**src/rtl/ex_mem_pkg.sv**
```systemverilog
// Shared types and constants for the EX/MEM pipeline stage: default widths,
// ALU control codes, the buffered entry layout and the skid buffer state.
package ex_mem_pkg;

   localparam int DEF_N     = 32;
   localparam int DEF_CTR_W = 4;
   localparam int DEF_RA_W  = 5;

   localparam logic [DEF_CTR_W-1:0] ALU_ADD  = 4'h0;
   localparam logic [DEF_CTR_W-1:0] ALU_ADDU = 4'h1;
   localparam logic [DEF_CTR_W-1:0] ALU_SUB  = 4'h2;
   localparam logic [DEF_CTR_W-1:0] ALU_SUBU = 4'h3;
   localparam logic [DEF_CTR_W-1:0] ALU_SLT  = 4'h4;
   localparam logic [DEF_CTR_W-1:0] ALU_SLTU = 4'h5;
   localparam logic [DEF_CTR_W-1:0] ALU_SLL  = 4'h6;
   localparam logic [DEF_CTR_W-1:0] ALU_SRA  = 4'h7;
   localparam logic [DEF_CTR_W-1:0] ALU_SRL  = 4'h8;
   localparam logic [DEF_CTR_W-1:0] ALU_OR   = 4'h9;
   localparam logic [DEF_CTR_W-1:0] ALU_AND  = 4'hA;
   localparam logic [DEF_CTR_W-1:0] ALU_XOR  = 4'hB;
   localparam logic [DEF_CTR_W-1:0] ALU_NOP  = 4'hF;

   typedef struct packed {
      logic [DEF_N-1:0]    result;
      logic                zero;
      logic [DEF_RA_W-1:0] rd;
      logic                regwrite;
      logic                memread;
      logic                memwrite;
      logic [DEF_N-1:0]    store_data;
      logic [DEF_N-1:0]    pc;
   } ex_mem_entry_t;

   typedef enum logic [1:0] {
      EMPTY = 2'd0,
      ONE   = 2'd1,
      TWO   = 2'd2
   } skid_state_t;

   // Only signed ADD/SUB trap; ADDU/SUBU overflow is architecturally silent.
   function automatic logic traps(input logic trap_ovf, input logic overflow);
      return trap_ovf & overflow;
   endfunction

endpackage

```
**src/rtl/ex_mem_skid.sv**
```systemverilog
// Purpose: 2-entry valid/ready skid buffer over ex_mem_entry_t with flush.
// Latency: 1 cycle from accepted push to head visible on out_dat.
// Backpressure: in_rdy is registered (no out_rdy->in_rdy path); drops when full or hold_nxt.
module ex_mem_skid
   import ex_mem_pkg::*;
#(
   parameter bit TAIL_EN = 1'b1
) (
   input  logic          clk,
   input  logic          rst_n,
   input  logic          flush,
   input  logic          hold_nxt,
   input  logic          in_vld,
   input  ex_mem_entry_t in_dat,
   output logic          in_rdy,
   output logic          out_vld,
   input  logic          out_rdy,
   output ex_mem_entry_t out_dat,
   output ex_mem_entry_t tail_dat
);

   skid_state_t   state, state_nxt;
   ex_mem_entry_t head, second;
   logic          push, pop;

   assign push    = in_vld & in_rdy & ~flush;
   assign pop     = out_vld & out_rdy;
   assign out_vld = (state != EMPTY);
   assign out_dat = head;

   always_comb begin
      state_nxt = state;
      unique case (state)
         EMPTY: if (push) state_nxt = ONE;
         ONE: begin
            if (push && !pop)      state_nxt = TWO;
            else if (pop && !push) state_nxt = EMPTY;
         end
         TWO:     if (pop) state_nxt = ONE;
         default: state_nxt = EMPTY;
      endcase
      if (flush) state_nxt = EMPTY;
   end

   always_ff @(posedge clk or negedge rst_n) begin
      if (!rst_n) begin
         state  <= EMPTY;
         in_rdy <= 1'b1;
      end else begin
         state  <= state_nxt;
         in_rdy <= (state_nxt != TWO) && !hold_nxt;
      end
   end

   // A push while full cannot occur: in_rdy is low in TWO.
   always_ff @(posedge clk or negedge rst_n) begin
      if (!rst_n) begin
         head   <= '0;
         second <= '0;
      end else begin
         if (push && (state == EMPTY || (state == ONE && pop)))
            head <= in_dat;
         else if (state == TWO && pop)
            head <= second;
         if (push && state == ONE && !pop)
            second <= in_dat;
      end
   end

   generate
      if (TAIL_EN) begin : g_tail
         assign tail_dat = (state == TWO) ? second : head;
      end else begin : g_no_tail
         assign tail_dat = '0;
      end
   endgenerate

endmodule

```
**src/rtl/ex_mem_stage.sv**
```systemverilog
// Purpose: EX/MEM stage: skid-buffered ALU results, precise overflow trap, forwarding (EX_MEM_FWD_EN).
// Latency: 1 cycle in->out; exc_valid pulses the cycle after a trapping push.
// Backpressure: registered in_ready; held low when full or while an exception awaits flush.
module ex_mem_stage
   import ex_mem_pkg::*;
#(
   parameter int N     = DEF_N,
   parameter int CTR_W = DEF_CTR_W,
   parameter int RA_W  = DEF_RA_W
) (
   input  logic             clk,
   input  logic             rst_n,
   input  logic             in_valid,
   output logic             in_ready,
   input  logic [N-1:0]     in_result,
   input  logic             in_zero,
   input  logic             in_overflow,
   input  logic [CTR_W-1:0] in_alu_ctr,
   input  logic             in_trap_ovf,
   input  logic [RA_W-1:0]  in_rd,
   input  logic             in_regwrite,
   input  logic             in_memread,
   input  logic             in_memwrite,
   input  logic [N-1:0]     in_store_data,
   input  logic [N-1:0]     in_pc,
   input  logic             flush,
   output logic             out_valid,
   input  logic             out_ready,
   output logic [N-1:0]     out_result,
   output logic [N-1:0]     out_store_data,
   output logic [N-1:0]     out_pc,
   output logic             out_zero,
   output logic             out_regwrite,
   output logic             out_memread,
   output logic             out_memwrite,
   output logic [RA_W-1:0]  out_rd,
   output logic             exc_valid,
   output logic [N-1:0]     exc_epc,
   output logic             fwd_valid,
   output logic [RA_W-1:0]  fwd_rd,
   output logic [N-1:0]     fwd_result
);

`ifdef EX_MEM_FWD_EN
   localparam bit FWD_EN = 1'b1;
`else
   localparam bit FWD_EN = 1'b0;
`endif

   ex_mem_entry_t in_dat, head_dat, tail_dat;
   logic          trap, push_ok, exc_pending, exc_pending_nxt;
   logic          unused_ok;

   assign trap    = traps(in_trap_ovf, in_overflow);
   assign push_ok = in_valid & in_ready & ~flush;

   // A trapping instruction must not commit any architectural side effect.
   assign in_dat = '{result:     in_result,
                     zero:       in_zero,
                     rd:         in_rd,
                     regwrite:   in_regwrite & ~trap,
                     memread:    in_memread & ~trap,
                     memwrite:   in_memwrite & ~trap,
                     store_data: in_store_data,
                     pc:         in_pc};

   assign exc_pending_nxt = ~flush & (exc_pending | (push_ok & trap));

   ex_mem_skid #(.TAIL_EN(FWD_EN)) u_skid (
      .clk      (clk),
      .rst_n    (rst_n),
      .flush    (flush),
      .hold_nxt (exc_pending_nxt),
      .in_vld   (in_valid),
      .in_dat   (in_dat),
      .in_rdy   (in_ready),
      .out_vld  (out_valid),
      .out_rdy  (out_ready),
      .out_dat  (head_dat),
      .tail_dat (tail_dat)
   );

   assign out_result     = head_dat.result;
   assign out_store_data = head_dat.store_data;
   assign out_pc         = head_dat.pc;
   assign out_zero       = head_dat.zero;
   assign out_regwrite   = head_dat.regwrite;
   assign out_memread    = head_dat.memread;
   assign out_memwrite   = head_dat.memwrite;
   assign out_rd         = head_dat.rd;

   always_ff @(posedge clk or negedge rst_n) begin
      if (!rst_n) begin
         exc_valid   <= 1'b0;
         exc_epc     <= '0;
         exc_pending <= 1'b0;
      end else begin
         exc_valid   <= push_ok & trap;
         exc_pending <= exc_pending_nxt;
         if (push_ok && trap) exc_epc <= in_pc;
      end
   end

`ifdef EX_MEM_FWD_EN
   assign fwd_valid  = out_valid & tail_dat.regwrite & (tail_dat.rd != '0);
   assign fwd_rd     = tail_dat.rd;
   assign fwd_result = tail_dat.result;
   assign unused_ok  = ^{in_alu_ctr, tail_dat.zero, tail_dat.memread, tail_dat.memwrite,
                         tail_dat.store_data, tail_dat.pc};
`else
   assign fwd_valid  = 1'b0;
   assign fwd_rd     = '0;
   assign fwd_result = '0;
   assign unused_ok  = ^{in_alu_ctr, tail_dat};
`endif

endmodule
```
**config.mk**
```make
export PLATFORM = sky130hd
export DESIGN_NAME = ex_mem_stage
export DESIGN_NICKNAME = d
export VERILOG_FILES = /design/src/rtl/ex_mem_pkg.sv /design/src/rtl/ex_mem_skid.sv /design/src/rtl/ex_mem_stage.sv
export SDC_FILE = /design/constraint.sdc
export NUM_CORES = 1
export LEC_CHECK = 0
export CORE_MARGIN = 2
export CORE_UTILIZATION = 48
export CTS_BUF_LIST = sky130_fd_sc_hd__clkbuf_16
export DETAILED_ROUTE_END_ITERATION = 6
export PLACE_DENSITY = 0.88
export SETUP_SLACK_MARGIN = 0.4
export SLEW_MARGIN = 25
export SYNTH_ARGS = -nofsm -noshare
export SYNTH_HDL_FRONTEND = slang
export SYNTH_SLANG_ARGS = --single-unit
```
**constraint.sdc**
```tcl
create_clock -name clk -period 2.39 [get_ports clk]
set_input_delay 0.3585 -clock clk [delete_from_list [all_inputs] [get_ports clk]]
set_output_delay 0.3585 -clock clk [all_outputs]
set_load 0.005 [all_outputs]
```
==> After elaboration in Yosys (flattened, before gate mapping) <==
Cells that the tools add are included.
{ "totals": {"reg_bits": 247, "input_bits": 116, "output_inout_bits": 178, "elab_cells": 60} }
{ "op_classes": {"eq_ne": 3, "n_mux": 8, "bitwise": 12, "n_reduce_logical": 16} }
{ "ops": {"columns": ["operator", "count"], "rows": [
  ["two-way mux 105 bit", 2],
  ["two-way mux 2 bit", 5],
  ["AND 1 bit", 9],
  ["logical AND 1 bit", 9],
  ["one-hot mux 2 bit (3 select lines)", 1],
  ["nonzero test 2 bit", 2],
  ["zero test 1 bit", 3],
  ["== test 2 x 1 -> 1 bit, second input constant", 1],
  ["== test 2 bit, second input constant", 1],
  ["zero test 2 bit", 1],
  ["!= test 2 bit, second input constant", 1],
  ["inverter 1 bit", 2],
  ["logical OR 1 bit", 1],
  ["bitwise OR 1 bit", 1]
]} }

==> Longest topological paths before layout <==
{ "depth": {"word_depth": 10, "mapped_depth": 8, "depth_no_buf": 4} }

==> Hierarchy <==
Synthesis repeated with hierarchy kept, for this count alone.
{ "unflattened": {"cells_unflattened": 816, "hier_area_um2": 11383.4} }
{ "modules_own_cells": {"columns": ["mod", "instances", "cells_each", "area_per_inst_um2", "seq_area_each_um2"], "rows": [
  ["ex_mem_skid", 1, 698, 9658.0, 5331.4],
  ["ex_mem_stage", 1, 118, 1725.4, 850.8]
]} }

==> Worst setup path after synthesis <==
Ideal clock, no wire load.
{ "synth_timing": {"path_type": "reg-to-reg", "startpoint": "register u_skid.in_rdy", "endpoint": "register exc_epc[10]", "setup_ns": 0.125, "arrival_ns": 1.616, "required_ns": 2.265, "slack_ns": 0.649, "path_stages_with_launch": 5, "path_buffers": 1, "synth_period_minus_slack_ns": 1.741, "cell_sequence": "dfstp_2 -> nand2_1 -> nor3_4 -> buf_2 -> mux2_2"} }
{ "synth_between": {"elab_chain_cells": 3} }
{ "synth_rtl": {"columns": ["item", "line_no", "text"], "rows": [
  ["start: declaration", "ex_mem_skid.sv:15", "output logic in_rdy,"],
  ["start signal: assignment", "ex_mem_skid.sv:51", "in_rdy <= (state_nxt != TWO) && !hold_nxt;"],
  ["AND 1 bit (2 in series)", "ex_mem_stage.sv:55", "assign push_ok = in_valid & in_ready & ~flush;"],
  ["logical AND 1 bit", "ex_mem_stage.sv:100", "if (push_ok && trap) exc_epc <= in_pc;"],
  ["end signal: assignment", "ex_mem_stage.sv:100", null],
  ["end: declaration", "ex_mem_stage.sv:38", "output logic [N-1:0] exc_epc,"]
]} }
Every way passes these cells.
A chain may end at the register's enable or synchronous reset.

==> Final worst setup path <==
{ "layout_timing": {"startpoint": "register u_skid.in_rdy", "endpoint": "register u_skid.head (netlist bit u_skid.out_dat[72])"} }
{ "layout_between": {"elab_chain_cells": 4, "elab_cells_between_ends": 5, "classes_between": "1 x mux; 2 x bitwise; 2 x reduce/logical"} }
{ "layout_rtl": {"columns": ["item", "line_no", "text"], "rows": [
  ["AND 1 bit (*) (2 in series)", "ex_mem_skid.sv:26", "assign push = in_vld & in_rdy & ~flush;"],
  ["logical AND 1 bit (*)", "ex_mem_skid.sv:61", "if (push && (state == EMPTY || (state == ONE && pop)))"],
  ["two-way mux 105 bit or nonzero test 2 bit (tied branches)", null, null],
  ["end signal: assignment", "ex_mem_skid.sv:62", "head <= in_dat;"],
  ["end signal: assignment", "ex_mem_skid.sv:64", "head <= second;"],
  ["end: declaration", "ex_mem_skid.sv:23", "ex_mem_entry_t head, second;"]
]} }
Every way passes the cells marked *; elsewhere a longest branch is shown, timed or not.

==> results.yml <==
status:
  status: "complete, no violations"
worst_hold_path:
  hold_class: "input pin to asynchronous set/reset pin"
finish:
  diodes: 0
  drive_above_1_share: 0.1812
  synthToLayoutAreaGrowth_pct: 36.08
  fin_area_mm2: 0.01364
  post-route-util: 0.6697
  final_nets: 1185
  stdcell_count: 1357
routing:
  drt_iter0_drc: 395
  routed_via_density: 5.259
  antenna_left: 0
  highest_layer: "met4"
  dr_wl_met2_mm: 12.50
  routedWlPerCell_um: 18.31
  wirelength_mm: 24.85
  route.detailed.drc: 0
  met3_length_mm: 2.264
  vias: 7136
  dr.pass1.iters: 5
  drt-met1-wl_mm: 9.483
grt:
  gr-usage-all-layers: 0.2253
  antenna_found_initial: 0
  grt_max_degree: 62
  grt_pass1_wl_mm: 39.80
  grt_pass1_vias: 7621
  overflow: 0
sta:
  post-route-worst-setup-slack_ns: 0.5027
  max_freq_ghz: 0.5299
  worst_slew_pin_slew_ns: 0.5000
  fin_crit_sh: 0.7897
  holdWs_ns: 0.3775
  finalSetupViolations: 0
  rsz0062_at_grt: "no"
  setup_tns_ns: 0
  relSlewSlack: 0.6666
  final_hold_viol_count: 0
  min_period_ns: 1.887
  maxSlewViolCount: 0
  clock_skew_ns: 0.01004
die:
  placementRows: 52
  die_area_mm2: 0.02205
  initial_utilization: 0.4921
  die_y_um: 148.5
  core-area_mm2: 0.02036
  num_io_pins: 294
  fp.dieW_um: 148.5
placement:
  gp_congestion: 0.7779
  hpwl_mm: 16.45
  dpl.cell_count: 1305
  pre_cts_ws_ns: 0.1762
  place_area_mm2: 0.01280
  io_buffers: 251
clock_network:
  clock_path_buffers: 3
  clk_pin_slew_ns: 0.06
  numClockSinks: 247
  cts_root_buffer: "clkbuf_16"
  clk_latency_ns: 0.51
  h-tree-depth: 1
  cts_made_buffers: 26
  cts_tree: "built"
synth:
  synthTopCellsByCount: "dfrtp_1 (246), nand2_1 (219), mux2_2 (131)"
  avgSynthCellArea_um2: 12.28
  synth-seq-cells: 247
  synth_cells: 816
  synthTopCellsByArea: "dfrtp_1 (61%), mux2_2 (15%), nand2_1 (8.2%)"
  synth_ff_type: "dfrtp_1"
  netlist_area_mm2: 0.01002
  post-synth-top-count-cell: "dfrtp_1"
  async_flop_share: 1.000
  ys_types: 31
  synth_edf_count: 0
  yosysTopAreaCell: "dfrtp_1"
  yosysWarnings: 0
  ys_seq_area_frac: 0.6169
  synth_top_area_frac: 0.6142
pwr:
  peakVddDrop_mv: 0.6377
  leakage_nw: 6.338
  finalPower_mw: 12.45
  p_per_area_mw_per_mm2: 912.9
setup_path:
  endpoint_kind: "register"
  critPathMaxFanout: 52
  crit_required_ns: 2.83
  critPathLaunchType: "register"
  cp.arrival_ns: 2.33
  path_class: "register to register"
job:
  maxCapViolCount: 0
==> path summary, 6_finish.rpt <==
path / startpoint / to / slack, ns / cells past startpoint
max: u_skid.in_rdy / u_skid.out_dat[72] / 0.50 / 7
min: rst_n / u_skid.out_dat[26] / 0.38 / 2
max reg2reg: u_skid.in_rdy / u_skid.out_dat[72] / 0.50 / 7
min reg2reg: u_skid.out_dat[95] / u_skid.out_dat[95] / 0.47 / 2
max in group asynchronous: rst_n / u_skid.out_dat[30] / 1.30 / 3
min in group clk: in_memread / u_skid.second[65] / 0.43 / 3
==> cells in the final DEF, fill, tap and decap left out <==
cell type / instances
clkdlybuf4s50_1: 248
dfrtp_1: 245
nand2_1: 219
mux2_2: 131
a22oi_1: 102
conb_1: 38
clkbuf_16: 27
buf_12: 12
buf_4: 12
clkinv_1: 9
inv_1: 6
o21ai_0: 3
a32oi_1: 3
mux2_1: 3
clkinv_2: 3
nand2b_1: 2
nor2_1: 2
dlymetal6s2s_1: 2
nand4b_1: 1
a211oi_1: 1
or2_2: 1
o21a_1: 1
and2b_1: 1
mux2i_1: 1
o22a_1: 1
nor3_4: 1
a21o_1: 1
nor2_2: 1
nand4_4: 1
and3b_4: 1
nor4_4: 1
a41oi_4: 1
bufinv_16: 1
clkinvlp_4: 1
dlygate4sd3_1: 1
buf_8: 1
dfstp_2: 1
dfrtp_2: 1
==> cell type report <==
class / instances / area, um^2
clock buffers: 27 / 675.6
clock inverters: 19 / 105.1
fillers: 1470 / 6726
inverters: 1 / 3.754
multi-input cells: 517 / 3470
flip-flops and latches: 247 / 6183
well taps: 270 / 337.8
repair buffers: 276 / 2863
==> logic make-up after synthesis <==
group / after synthesis / share of synthesized area
mux: 135 / 0.1516
other cells: 1 / 0.0003742
compound gates: 113 / 0.08527
buf+inv: 89 / 0.05318
simple gates: 231 / 0.09276
flops: 247 / 0.6169
==> worst max-delay path: stages, from the launching register on <==
cell     delay [ns]
dfstp_2        0.54
buf_4          0.11
nand2_1        0.17
nor4_4         0.30
buf_4          0.18
buf_12         0.25
a22oi_1        0.11
nand2_1        0.12
==> registers in the layout, indices dropped and copies added, names as in the netlist <==
register and flops:
u_skid.out_dat 105, u_skid.second 105, exc_epc 32, u_skid.state 2, exc_pending 1, exc_valid 1
u_skid.in_rdy 1
==> routing by layer <==
layer	global-route usage	up-vias
met4	0.07000	0
li1	-	3253
met3	0.07822	44
met5	0	-
met1	0.2675	3552
met2	0.3873	287
==> repair_timing <==
item	CTS	global route
gates cloned	0	0
pin swaps	0	1
setup buffers	4	1
hold buffers	1	0
endpoints found under the hold margin	54	0
endpoints found under the setup margin	2	3
gates resized for setup	1	2
==> report_power, final <==
part | leakage [nW] | switching (mW) | total (mW) | internal [mW]
Clock | 0.399 | 1.57 | 3.70 | 2.13
Combinational | 2.88 | 1.04 | 2.83 | 1.79
Sequential | 3.05 | 0.609 | 5.92 | 5.31
Total | 6.34 | 3.22 | 12.4 | 9.23
Power figures use the tool's default switching activity.
